`src/rtl/pc_cfg_pkg.sv`:
```
// pc_cfg_pkg: types and constants shared by the primitive-converter config loader.
package pc_cfg_pkg;

   // Stored width of one theta-LUT word; only these bits survive a write.
   localparam int PC_TH_W_DEFAULT = 6;

   // The read-latency counter must hold any RD_LAT value from 1 to 7.
   localparam int RD_TIMER_W = 3;

   // Command opcodes as carried on cmd_op.
   typedef enum logic [1:0] {
      OP_WRITE        = 2'd0,
      OP_READ         = 2'd1,
      OP_WRITE_VERIFY = 2'd2,
      OP_FILL         = 2'd3
   } op_e;

   // Target-space codes driven on the converter sel port.
   localparam logic [1:0] SEL_PARAMS = 2'd0;
   localparam logic [1:0] SEL_TH     = 2'd1;
   localparam logic [1:0] SEL_ID     = 2'd2;

   // Loader sequencing states.
   typedef enum logic [2:0] {
      S_IDLE   = 3'd0,
      S_WR     = 3'd1,
      S_WAIT   = 3'd2,
      S_SAMPLE = 3'd3,
      S_FILL   = 3'd4,
      S_RESP   = 3'd5
   } state_e;

   // Everything except READ modifies converter state.
   function automatic logic is_write_op(input op_e op);
      return (op != OP_READ);
   endfunction

   // Error counter increment that sticks at 255.
   function automatic logic [7:0] sat_inc8(input logic [7:0] v);
      return (v == 8'hFF) ? v : v + 8'd1;
   endfunction

endpackage

```
`src/rtl/pc_cfg_rd_timer.sv`:
```
// pc_cfg_rd_timer: loadable down-counter that flags the last cycle of a read wait.
// done is high in the cycle where the counter holds 1, i.e. load_val cycles after load.
module pc_cfg_rd_timer
   import pc_cfg_pkg::*;
#(
   parameter int CNT_W = RD_TIMER_W
) (
   input  logic             control_clk,
   input  logic             rst,
   input  logic             load,
   input  logic [CNT_W-1:0] load_val,
   output logic             done
);

   logic [CNT_W-1:0] cnt_q;
   logic [CNT_W-1:0] cnt_d;

   // Reload on request, otherwise count down and rest at zero.
   always_comb begin
      cnt_d = cnt_q;
      if (load) begin
         cnt_d = load_val;
      end else if (cnt_q != '0) begin
         cnt_d = cnt_q - CNT_W'(1);
      end
   end

   // Counter register with synchronous reset.
   always_ff @(posedge control_clk) begin
      if (rst) begin
         cnt_q <= '0;
      end else begin
         cnt_q <= cnt_d;
      end
   end

   assign done = (cnt_q == CNT_W'(1)) && !load;

endmodule

```
`src/rtl/pc_cfg_loader.sv`:
```
// pc_cfg_loader: turns slow-control commands into timed primitive-converter
// parameter / theta-LUT accesses and returns one response per command.
// Optional build macro PC_CFG_LOADER_ID_CHECK_EN adds a post-reset converter ID check
// (ports expected_id / id_err).
module pc_cfg_loader
   import pc_cfg_pkg::*;
#(
   parameter int BW_ADDR = 7,
   parameter int DW      = 13,
   parameter int TH_W    = PC_TH_W_DEFAULT,
   parameter int RD_LAT  = 2
) (
   input  logic               control_clk,
   input  logic               rst,
   input  logic               cmd_valid,
   output logic               cmd_ready,
   input  logic [1:0]         cmd_op,
   input  logic [1:0]         cmd_sel,
   input  logic [BW_ADDR-1:0] cmd_addr,
   input  logic [DW-1:0]      cmd_data,
   input  logic [BW_ADDR-1:0] cmd_len,
   output logic [1:0]         sel,
   output logic [BW_ADDR-1:0] addr,
   output logic [DW-1:0]      r_in,
   output logic               we,
   input  logic [DW-1:0]      r_out,
   output logic               rsp_valid,
   output logic [DW-1:0]      rsp_data,
   output logic               rsp_err,
`ifdef PC_CFG_LOADER_ID_CHECK_EN
   input  logic [7:0]         expected_id,
   output logic               id_err,
`endif
   output logic [7:0]         err_cnt
);

   // Theta-LUT readback only carries TH_W meaningful bits.
   localparam logic [DW-1:0]         TH_MASK  = DW'((1 << TH_W) - 1);
   localparam logic [RD_TIMER_W-1:0] RD_LAT_V = RD_TIMER_W'(RD_LAT);

   state_e               state_q, state_d;
   op_e                  op_q, op_d;
   logic [1:0]           sel_q, sel_d;
   logic [BW_ADDR-1:0]   addr_q, addr_d;
   logic [DW-1:0]        r_in_q, r_in_d;
   logic                 we_q, we_d;
   logic [BW_ADDR-1:0]   remain_q, remain_d;
   logic                 rsp_valid_q, rsp_valid_d;
   logic [DW-1:0]        rsp_data_q, rsp_data_d;
   logic                 rsp_err_q, rsp_err_d;
   logic [7:0]           err_cnt_q, err_cnt_d;

   op_e                  cmd_op_v;
   logic                 accept;
   logic                 tmr_load;
   logic                 tmr_done;
   logic                 verify_miss;
   logic                 id_pending;
   logic                 id_block;

   assign cmd_op_v = op_e'(cmd_op);
   assign cmd_ready = (state_q == S_IDLE) && !rst && !id_pending;
   assign accept    = cmd_valid && cmd_ready;

   // Readback compare for WRITE_VERIFY: theta words are masked, params compare in full.
   assign verify_miss = (sel_q == SEL_TH) ? (((r_out ^ r_in_q) & TH_MASK) != '0)
                                          : (r_out != r_in_q);

   pc_cfg_rd_timer #(
      .CNT_W      (RD_TIMER_W)
   ) u_rd_timer (
      .control_clk (control_clk),
      .rst         (rst),
      .load        (tmr_load),
      .load_val    (RD_LAT_V),
      .done        (tmr_done)
   );

`ifdef PC_CFG_LOADER_ID_CHECK_EN
   logic id_done_q, id_done_d;
   logic id_err_q, id_err_d;

   // The first SAMPLE after reset belongs to the ID read; a mismatch latches until reset.
   always_comb begin
      id_done_d = id_done_q;
      id_err_d  = id_err_q;
      if (!id_done_q && state_q == S_SAMPLE) begin
         id_done_d = 1'b1;
         id_err_d  = (r_out[7:0] != expected_id);
      end
   end

   // ID check status registers.
   always_ff @(posedge control_clk) begin
      if (rst) begin
         id_done_q <= 1'b0;
         id_err_q  <= 1'b0;
      end else begin
         id_done_q <= id_done_d;
         id_err_q  <= id_err_d;
      end
   end

   assign id_pending = !id_done_q;
   assign id_block   = id_err_q;
   assign id_err     = id_err_q;
`else
   assign id_pending = 1'b0;
   assign id_block   = 1'b0;
`endif

   // Next-state and next-output logic; registered outputs follow the next state so
   // we, sel and addr all change on the same edge and never glitch against each other.
   always_comb begin
      state_d    = state_q;
      op_d       = op_q;
      sel_d      = sel_q;
      addr_d     = addr_q;
      r_in_d     = r_in_q;
      remain_d   = remain_q;
      rsp_data_d = rsp_data_q;
      rsp_err_d  = 1'b0;
      err_cnt_d  = err_cnt_q;
      tmr_load   = 1'b0;

      case (state_q)
         S_IDLE: begin
            if (id_pending) begin
               sel_d    = SEL_ID;
               addr_d   = '0;
               tmr_load = 1'b1;
               state_d  = S_WAIT;
            end else if (accept) begin
               op_d = cmd_op_v;
               if (id_block || (is_write_op(cmd_op_v) && cmd_sel >= SEL_ID)) begin
                  rsp_data_d = '0;
                  rsp_err_d  = 1'b1;
                  state_d    = S_RESP;
               end else if (cmd_op_v == OP_FILL && cmd_len == '0) begin
                  rsp_data_d = '0;
                  state_d    = S_RESP;
               end else begin
                  sel_d    = cmd_sel;
                  addr_d   = cmd_addr;
                  r_in_d   = cmd_data;
                  remain_d = cmd_len;
                  case (cmd_op_v)
                     OP_WRITE, OP_WRITE_VERIFY: state_d = S_WR;
                     OP_READ: begin
                        tmr_load = 1'b1;
                        state_d  = S_WAIT;
                     end
                     OP_FILL: state_d = S_FILL;
                     default: state_d = S_IDLE;
                  endcase
               end
            end
         end

         S_WR: begin
            if (op_q == OP_WRITE_VERIFY) begin
               tmr_load = 1'b1;
               state_d  = S_WAIT;
            end else begin
               state_d = S_RESP;
            end
         end

         S_WAIT: begin
            if (tmr_done) begin
               state_d = S_SAMPLE;
            end
         end

         S_SAMPLE: begin
            if (id_pending) begin
               state_d = S_IDLE;
            end else begin
               rsp_data_d = r_out;
               rsp_err_d  = (op_q == OP_WRITE_VERIFY) && verify_miss;
               state_d    = S_RESP;
            end
         end

         S_FILL: begin
            if (remain_q == BW_ADDR'(1)) begin
               rsp_data_d = DW'(addr_q);
               state_d    = S_RESP;
            end else if (addr_q == '1) begin
               rsp_data_d = DW'(addr_q);
               rsp_err_d  = 1'b1;
               state_d    = S_RESP;
            end else begin
               addr_d   = addr_q + BW_ADDR'(1);
               remain_d = remain_q - BW_ADDR'(1);
            end
         end

         S_RESP: begin
            state_d = S_IDLE;
         end

         default: begin
            state_d = S_IDLE;
         end
      endcase

      if (rsp_err_d) begin
         err_cnt_d = sat_inc8(err_cnt_q);
      end

      we_d        = (state_d == S_WR) || (state_d == S_FILL);
      rsp_valid_d = (state_d == S_RESP);
   end

   // State and output registers; reset drops any in-flight command silently.
   always_ff @(posedge control_clk) begin
      if (rst) begin
         state_q     <= S_IDLE;
         op_q        <= OP_WRITE;
         sel_q       <= '0;
         addr_q      <= '0;
         r_in_q      <= '0;
         we_q        <= 1'b0;
         remain_q    <= '0;
         rsp_valid_q <= 1'b0;
         rsp_data_q  <= '0;
         rsp_err_q   <= 1'b0;
         err_cnt_q   <= '0;
      end else begin
         state_q     <= state_d;
         op_q        <= op_d;
         sel_q       <= sel_d;
         addr_q      <= addr_d;
         r_in_q      <= r_in_d;
         we_q        <= we_d;
         remain_q    <= remain_d;
         rsp_valid_q <= rsp_valid_d;
         rsp_data_q  <= rsp_data_d;
         rsp_err_q   <= rsp_err_d;
         err_cnt_q   <= err_cnt_d;
      end
   end

   assign sel       = sel_q;
   assign addr      = addr_q;
   assign r_in      = r_in_q;
   assign we        = we_q;
   assign rsp_valid = rsp_valid_q;
   assign rsp_data  = rsp_data_q;
   assign rsp_err   = rsp_err_q;
   assign err_cnt   = err_cnt_q;

endmodule

```
`config.mk`:
```
export PLATFORM = sky130hd
export DESIGN_NAME = pc_cfg_loader
export DESIGN_NICKNAME = d
export VERILOG_FILES = /design/src/rtl/pc_cfg_pkg.sv /design/src/rtl/pc_cfg_rd_timer.sv /design/src/rtl/pc_cfg_loader.sv
export SDC_FILE = /design/constraint.sdc
export NUM_CORES = 1
export LEC_CHECK = 0
export ABC_AREA = 1
export BUFFER_PORTS_ARGS = -buffer_cell sky130_fd_sc_hd__buf_2
export CELL_PAD_IN_SITES_DETAIL_PLACEMENT = 0
export CELL_PAD_IN_SITES_GLOBAL_PLACEMENT = 1
export CORE_MARGIN = 8
export CORE_UTILIZATION = 36
export CTS_CLUSTER_DIAMETER = 60
export DETAILED_ROUTE_END_ITERATION = 8
export GPL_TIMING_DRIVEN = 0
export PLACE_DENSITY = 0.84
export SYNTH_ARGS = -nofsm -noshare
export SYNTH_HDL_FRONTEND = slang
export SYNTH_SLANG_ARGS = --single-unit
```
`constraint.sdc`:
```
create_clock -name control_clk -period 1.75 [get_ports control_clk]
set_input_delay 0.2625 -clock control_clk [delete_from_list [all_inputs] [get_ports control_clk]]
set_output_delay 0.2625 -clock control_clk [all_outputs]
set_load 0.02 [all_outputs]
```
# ---- Word-level counts from Yosys, hierarchy flattened
# Index checks and enable logic that the tools add are counted.
dict set report classes {
  add_sub_neg 4
  order_cmp 1
  n_eq_ne 25
  n_mux 41
  bitwise_logic 4
  reduce_logical 24
}
# op n
set ops {}
lappend ops {{2-to-1 mux 7 bit} 10}
lappend ops {{2-to-1 mux 13 bit} 5}
lappend ops {{one-hot mux 13 bit (3 select lines)} 1}
lappend ops {{one-hot mux 7 bit (2 select lines)} 2}
lappend ops {{2-to-1 mux 3 bit} 7}
lappend ops {{one-hot mux 3 bit (5 select lines)} 1}
lappend ops {{inequality test 13 bit} 1}
lappend ops {{nonzero test 13 bit} 1}
lappend ops {{2-to-1 mux 1 bit} 10}
lappend ops {{inequality test 2 bit, second input constant} 5}
lappend ops {{== test 3 x 1 -> 1 bit, second input constant} 3}
lappend ops {{== test 3 bit, second input constant} 3}
lappend ops {{one-hot mux 3 bit (3 select lines)} 1}
lappend ops {{adder 8 x 1 -> 8 bit, second input constant} 1}
lappend ops {{== test 8 bit, second input constant} 1}
lappend ops {{AND reduction 4 bit} 2}
lappend ops {{adder 7 x 1 -> 7 bit, second input constant} 1}
lappend ops {{== test 7 x 1 -> 1 bit, second input constant} 1}
lappend ops {{== test 7 bit, second input constant} 1}
lappend ops {{logical NOT 7 bit} 1}
lappend ops {{subtractor 7 x 1 -> 7 bit, second input constant} 1}
lappend ops {{== test 2 bit, second input constant} 3}
lappend ops {{== test 3 x 2 -> 1 bit, second input constant} 2}
lappend ops {{logical AND 1 bit} 6}
lappend ops {{20 further kinds} 29}
dict set report totals {
  register_bits 61
  input_bits 47
  out_inout_bits 47
  elab_cells 112
}

# ---- Longest topological paths before layout
# Gate-level depths: netlist of run 1.
dict set report depth {
  depth_word 12
  mapped_depth 14
  mapped_depth_nobuf 12
}

# ---- Hierarchy
# From an unflattened synthesis of run 1, not the netlist that was laid out.
dict set report hier_totals {
  cells_unflattened 487
  hier_area_um2 3334.4
}
# mod instances cells_each area_per_inst_um2 seq_area_each_um2
set modules_own_cells {}
lappend modules_own_cells {pc_cfg_loader 1 450 3113.0 1161.1}
lappend modules_own_cells {pc_cfg_rd_timer 1 37 221.5 60.1}

# ---- Least setup slack after synthesis of run 1
# OpenSTA, ideal clock, no wires.
dict set report synth_path {
  path_type {flip-flop to flip-flop}
  from {register addr_q[0] (netlist: addr[0])}
  to {register err_cnt_q[0] (netlist: err_cnt[0])}
  setup_ns 0.115
  t_arrival_ns 1.662
  required_ns 1.635
  path_slack_ns -0.027
  stages_incl_launch_ff 13
  path_buffers 1
  synth_period_minus_slack_ns 1.777
  path_cell_list {dfxtp_1 -> ha_1 -> nand3_2 -> nor2_2 -> nand3_1 -> nand3b_1 -> nand2_1 -> inv_2 -> nand2_2 -> buf_6 -> nand3_1 -> nand2_1 -> nor2_1}
}
dict set report synth_via {
  elab_chain_cells 5
}
# item line
set synth_rtl {}
lappend synth_rtl {{from (decl)} pc_cfg_loader.sv:44} ;# logic [BW_ADDR-1:0] addr_q, addr_d;
lappend synth_rtl {{from (signal assigned)} pc_cfg_loader.sv:234} ;# addr_q <= addr_d;
lappend synth_rtl {{== test 7 bit} pc_cfg_loader.sv:189} ;# end else if (addr_q == '1) begin
lappend synth_rtl {{2-to-1 mux 1 bit} pc_cfg_loader.sv:189}
lappend synth_rtl {{2-to-1 mux 1 bit} pc_cfg_loader.sv:186} ;# if (remain_q == BW_ADDR'(1)) begin
lappend synth_rtl {{one-hot mux 1 bit (3 select lines)} pc_cfg_loader.sv:126} ;# case (state_q)
lappend synth_rtl {{AND reduction 2 bit (no source line)} n/a}
lappend synth_rtl {{to (signal assigned)} pc_cfg_loader.sv:241} ;# err_cnt_q <= err_cnt_d;
lappend synth_rtl {{to (decl)} pc_cfg_loader.sv:51} ;# logic [7:0] err_cnt_q, err_cnt_d;
# No other way between the ends.
# A chain may end at the register's enable or synchronous reset.

# ---- Worst setup path after layout of run 1
dict set report layout_path {
  from {register addr_q[0] (netlist: addr[0])}
  to {register err_cnt_q[3] (netlist: err_cnt[3])}
}
# The elaborated chain is that of the path after synthesis.

==> impl_metrics.yaml, run 1 <==
run_status:
  outcome: "finished, final reports clean"
sta:
  fin_crit_sh_pct: 95.7
  period_needed_ns: 1.67
  finClkSkew_ns: 0.0111
  slew_headroom_pct: 62.1
  hold_viol: 0
  worst_pin_slew_ns: 0.569
  fin_ws_ns: 0.0760
  max_freq_mhz: 597
  final_max_slew_viol_count: 0
  rsz0062_at_grt: "true"
  setup_violations: 0
floorplanning:
  io_pins: 94
  dieHeight_um: 110
  dieArea_sq_um: 12100
  num_rows: 34
  core_sq_um: 8640
  initial_core_util_pct: 36.9
  die_w_um: 110
job:
  maxCapViolCount: 0
power:
  switching_share_pct: 36.1
  p_int_mw: 2.99
  combPwrFrac_pct: 31.3
  p_leak_nw: 2.00
  switchingPower_mw: 1.69
  power_mw: 4.68
  clock_power_share_pct: 31.1
  seqPwrFrac_pct: 37.6
  ir_drop_uv: 452
  power_density_nw_per_um2: 1120
global_routing:
  grt_usage_pct: 16.2
  grt_max_degree: 11
  grt_antenna_before_repair: 0
  grt_pass1_vias: 3173
  overflow: 0
  grt_pass1_wl_um: 15400
yosys:
  synthDistinctLibCells: 36
  netlist_top_cells_count: "104 x nand2_1, 64 x a21oi_1, 61 x dfxtp_1"
  ys_seq_area_share_pct: 38.3
  ys_ff_latch: 61
  syn_inst: 471
  yosysMostFrequentCell: "nand2_1"
  synth_ff_type: "dfxtp_1"
  synth_edf_count: 0
  yosys_warnings: 0
  synth_top_area_share_pct: 38.3
  synth_area_leaders: "dfxtp_1 38%, nand2_1 12%, a21oi_1 10%"
  synth_nets: 523
  yosysTopAreaCell: "dfxtp_1"
  synth_area_sq_um: 3180
  syn_avg_cell_area_sq_um: 6.76
  async_reset_ff_share_pct: 0
clock_network:
  cts_tree: "yes"
  cts_inserted_buffers: 9
  path_clk_slew_ns: 0.07
  cts.sinks: 61
  cts-root-buf: "clkbuf_8"
  ctsLongestPathBuffers: 2
  cts_hold_buf: 0
  clk_latency_ns: 0.35
  htree_num_levels: 3
layout:
  area_delta_synth_final_pct: 31.4
  final_cell_area_sq_um: 4180
  fin_nets: 632
  drive_gt1_share_pct: 28.5
  final_util_pct: 48.4
  antenna_cells: 0
  instances_no_fill: 693
place:
  gp_congestion: 0.850
  port_buffers: 92
  dp_hpwl_um: 7490
  place_worst_setup_slack_ns: -0.139
  dp_cells: 671
  place_area_sq_um: 3780
worst_hold_path:
  min_path_type: "input port to flip-flop"
critical_path:
  max_stage_delay_ns: 0.37
  critPathCaptureType: "flip-flop"
  worst_ep_arrival_time_ns: 1.95
  crit_fanout: 5
  critical_path_required_ns: 2.03
  r2r_slack_ns: 0.08
  criticalPathCategory: "flip-flop to flip-flop"
  worst_setup_path_start_kind: "flip-flop"
  critPathTopFamily: "simple AND/OR/NAND/NOR gates"
  cp_cell_sequence: "ha_4 > nand3_4 > nor2_4 > nand3_2 > nand3b_1 > nand2_1 > inv_2 > nand2_4 > buf_4 > nand3_1 > a21oi_1"
  cpMaxStageDelayCell: "dfxtp_4"
  crit_buf_inv: 2
drt:
  drc: 0
  routed.top_layer: "met4"
  wl_met2_um: 4800
  firstDrtPassIters: 5
  ant_nets: 0
  viasPerCell: 4.89
  num_vias: 3387
  met1_length_um: 4360
  met3_length_um: 738
  drtIter0Drc: 200
  wire_per_inst_um: 14.5
  wl_um: 10000
[registers in the layout, summed over array words and instances, names as in the netlist, 2 cells and up]
register,count
state_q,3
r_in,13
err_cnt,8
addr,7
u_rd_timer.cnt_q,3
op_q,2
remain_q,7
rsp_data,13
sel,2
[path summary, 6_finish.rpt]
path | start | end | cells past startpoint
worst max-delay path | addr[0] | err_cnt[3] | 11
worst min-delay path | r_out[12] | rsp_data[12] | 3
worst max register to register | addr[0] | err_cnt[3] | 11
worst min register to register | rsp_data[0] | rsp_data[0] | 2
[power by group through the flow]
| stage | sequential (mW) | combinational (mW) | clock, mW |
|---|---|---|---|
| floorplan | 1.88 | 0.829 | 0 |
| global placement | 1.76 | 1.35 | 0 |
| detailed placement | 1.77 | 1.37 | 0 |
| CTS | 1.75 | 1.39 | 1.46 |
| global route | 1.79 | 1.63 | 1.55 |
| finish | 1.76 | 1.46 | 1.45 |
[layer usage]
metal  vias to the layer above  global-route usage [%]
met5                         -                       0
met4                         0                    6.08
met3                        10                    3.72
met2                        95                    26.8
met1                      1544                    20.2
li1                       1738                       -
[placed cells by master, fill, tap and decap left out, drive strengths merged, types with 2 or more instances in the layout]
master  synthesis  final
nand2         109    109
buf             9    106
inv            67     67
a21oi          64     64
dfxtp          61     61
o21ai          47     47
nor2           37     37
nand3          28     28
clkbuf          8     21
xor2           10     10
nor3            6      6
ha              5      5
nand4           4      4
o22ai           3      3
clkinv          1      3
a22oi           2      2
bufinv          0      2
[layout make-up]
cell class,instances,area [sq um]
Clock inverter,4,70.1
Buffer,17,100
Multi-Input combinational cell,325,1720
Inverter,68,263
Fill cell,874,4450
Timing Repair Buffer,98,503
Clock buffer,12,155
Tap cell,108,135
Sequential cell,61,1240
[per-stage QoR]
| step | setup TNS [ns] | hold WS [ns] |
|---|---|---|
| final | 0 | 0.186 |
| after global routing | -0.237 | 0.190 |
| after CTS | 0 | 0.183 |
| after detailed placement | -2.34 | 0.435 |
| after global placement | -1.52 | 0.433 |
| after floorplan | 0 | 0.405 |
[repair_timing]
| item | CTS | global route |
|---|---|---|
| buffers inserted | 0 | 4 |
| gates cloned | 0 | 2 |
| pin swaps | 0 | 9 |
| endpoints found under the setup margin | 28 | 35 |
| gates resized for setup | 9 | 34 |
[worst register-to-register path, cell delays in order (launching register included)]
cell,delay [ns]
dfxtp_4,0.37
ha_4,0.15
nand3_4,0.09
nor2_4,0.14
nand3_2,0.10
nand3b_1,0.19
nand2_1,0.10
inv_2,0.05
nand2_4,0.08
buf_4,0.14
nand3_1,0.07
a21oi_1,0.13
[kinds of logic (layout without fill, tap and decap cells)]
family	count (synthesis)	after routing	share of synthesized area, %
XOR/XNOR	11	11	3.03
buffers and inverters	85	199	10.9
flip-flops	61	61	38.3
AO/OA/AOI/OAI	120	120	19.5
adder cells (fa/ha/maj)	5	5	1.96
AND/OR/NAND/NOR	188	188	25.9
multiplexers	1	1	0.314
No activity file was read; power rests on OpenSTA's default activity.
==> inputs of run 2 (changes only) <==
Settings changed: CORE_UTILIZATION 36 to 30, PLACE_DENSITY 0.84 to 0.73.
==> run 2 against run 1 <==
  * Clock skew rose by 0.00075 ns
  * Register-to-register slack about the same
  * Sequential power about the same
  * Wire length grew 1.1%
  * Total power is 5.4% lower
  * Combinational power about the same
  * Clock power fell by 18%
  * Count of clock-buffer cells in the layout fell by 2
  * Flip-flop and latch count did not move
  * First-iteration DRC count increased by 18%
  * Global-route usage shrank 1.8 points
  * Critical path depth is the same
  * Critical endpoint is now err_cnt[2]
  * Highest routed layer unchanged
==> impl_metrics.yaml, run 2 (same netlist as run 1, synthesis figures left out) <==
run_status:
  outcome: "finished, final reports clean"
global_routing:
  overflow: 0
  grt_max_degree: 11
  grt_usage_pct: 14.4
  grt_pass1_vias: 3328
  grt_antenna_before_repair: 0
  grt_pass1_wl_um: 16600
floorplanning:
  die_w_um: 119
  dieHeight_um: 119
  initial_core_util_pct: 30.8
  io_pins: 94
  core_sq_um: 10300
  num_rows: 37
  dieArea_sq_um: 14200
layout:
  drive_gt1_share_pct: 27.9
  final_util_pct: 40.4
  multi_input_area_sq_um: 1700
  fillers: 1131
  layout.cells.most_common: "nand2_1"
  fin_nets: 636
  final_cell_area_sq_um: 4170
  instances_no_fill: 724
  antenna_cells: 0
  seqCellArea_sq_um: 1230
  mostFrequentLayoutCells: "100 x nand2_1, 97 x buf_2, 64 x a21oi_1, 60 x inv_1, 55 x dfxtp_1"
  area_delta_synth_final_pct: 31.1
critical_path:
  max_stage_delay_ns: 0.36
  crit_fanout: 5
  worst_ep_arrival_time_ns: 1.93
  worst_setup_path_start_kind: "flip-flop"
  cpMaxStageDelayCell: "dfxtp_2"
  cp_cell_sequence: "ha_4 > nand3_4 > nor2_4 > nand3_2 > nand3b_1 > nand2_1 > inv_2 > nand2_4 > buf_6 > nand3_1 > a21oi_1"
  criticalPathCategory: "flip-flop to flip-flop"
  critical_path_required_ns: 2.02
  critPathCaptureType: "flip-flop"
power:
  power_density_nw_per_um2: 1060
  power_mw: 4.43
  ir_drop_uv: 364
  p_leak_nw: 1.98
clock_network:
  ctsLongestPathBuffers: 2
  path_clk_slew_ns: 0.07
  cts-root-buf: "clkbuf_8"
  cts.sinks: 61
  cts_tree: "yes"
  clk_latency_ns: 0.34
  cts_inserted_buffers: 9
  cts_hold_buf: 0
  htree_num_levels: 3
sta:
  rsz0062_at_grt: "true"
  hold_viol: 0
  fin_crit_sh_pct: 95.3
  finClkSkew_ns: 0.0119
  slew_headroom_pct: 59.5
  worst_pin_slew_ns: 0.607
  final_max_slew_viol_count: 0
  setup_violations: 0
  period_needed_ns: 1.67
  max_freq_mhz: 600
worst_hold_path:
  min_path_type: "input port to flip-flop"
drt:
  num_vias: 3374
  drc: 0
  drtIter0Drc: 235
  firstDrtPassIters: 4
  ant_nets: 0
  wire_per_inst_um: 14.0
  wl_um: 10200
  viasPerCell: 4.66
job:
  maxCapViolCount: 0
place:
  place_area_sq_um: 3820
  dp_cells: 699
  port_buffers: 92
  dp_hpwl_um: 7790
  gp_congestion: 0.803
## run 2: cell count changes in the layout (fill, tap and decap cells not counted), sizes merged
cell / change
clkinv: +1
bufinv: -1
clkbuf: -2
clkinvlp: +1
buf: +4
## run 2: timing repair
action / 4_1_cts / 5_1_grt
endpoints found under the setup margin: 39 / 44
buffers inserted: 3 / 6
gates resized for setup: 11 / 22
pin swaps: 2 / 5
gates cloned: 1 / 0
## run 2: worst max-delay path, delay by kind of cell, from the launching register on
kind | cells | cell delay, ns
DFF | 1 | 0.36
AOI/OAI and AO/OA | 1 | 0.15
adders and majority gates | 1 | 0.16
and+or+nand+nor | 7 | 0.74
buffers and inverters | 2 | 0.17
## run 2: report_power, final
group	switching, mW	internal, mW	total, mW
registers	0.166	1.59	1.75
clock network	0.549	0.642	1.19
logic	0.944	0.537	1.48
## run 2: metrics by stage
step | TNS (ns) | hold WS, ns | worst slack [ns]
2_1_floorplan | 0 | 0.405 | 0.0313
3_3_place_gp | -2.99 | 0.432 | -0.130
3_5_place_dp | -3.56 | 0.437 | -0.140
4_1_cts | 0 | 0.174 | 0.000610
5_1_grt | -0.377 | 0.174 | -0.0690
6_report | 0 | 0.195 | 0.0825
## run 2: path summary, 6_finish.rpt
path / depth (start not counted) / endpoint / startpoint / slack (ns)
setup reg to reg: 11 / err_cnt[2] / addr[0] / 0.08
hold / removal: 3 / r_in[2] / cmd_data[2] / 0.20
hold reg to reg: 2 / rsp_data[3] / rsp_data[3] / 0.44
setup / recovery: 11 / err_cnt[2] / addr[0] / 0.08
## run 2: layout make-up
class,instances,share of cell area [%]
Clock buffer,10,3.06
Inverter,68,6.26
Multi-Input combinational cell,325,40.6
Clock inverter,5,1.26
Timing Repair Buffer,102,12.9
Tap cell,136,4.08
Sequential cell,61,29.4
Buffer,17,2.37
## run 2: layer usage
layer  track usage [%]  up-vias  wire, um
met4              5.69        0       142
li1                  -     1752         -
met2              23.6       82      4670
met5                 0        -         0
met1              17.8     1529      4710
met3              3.54       11       630
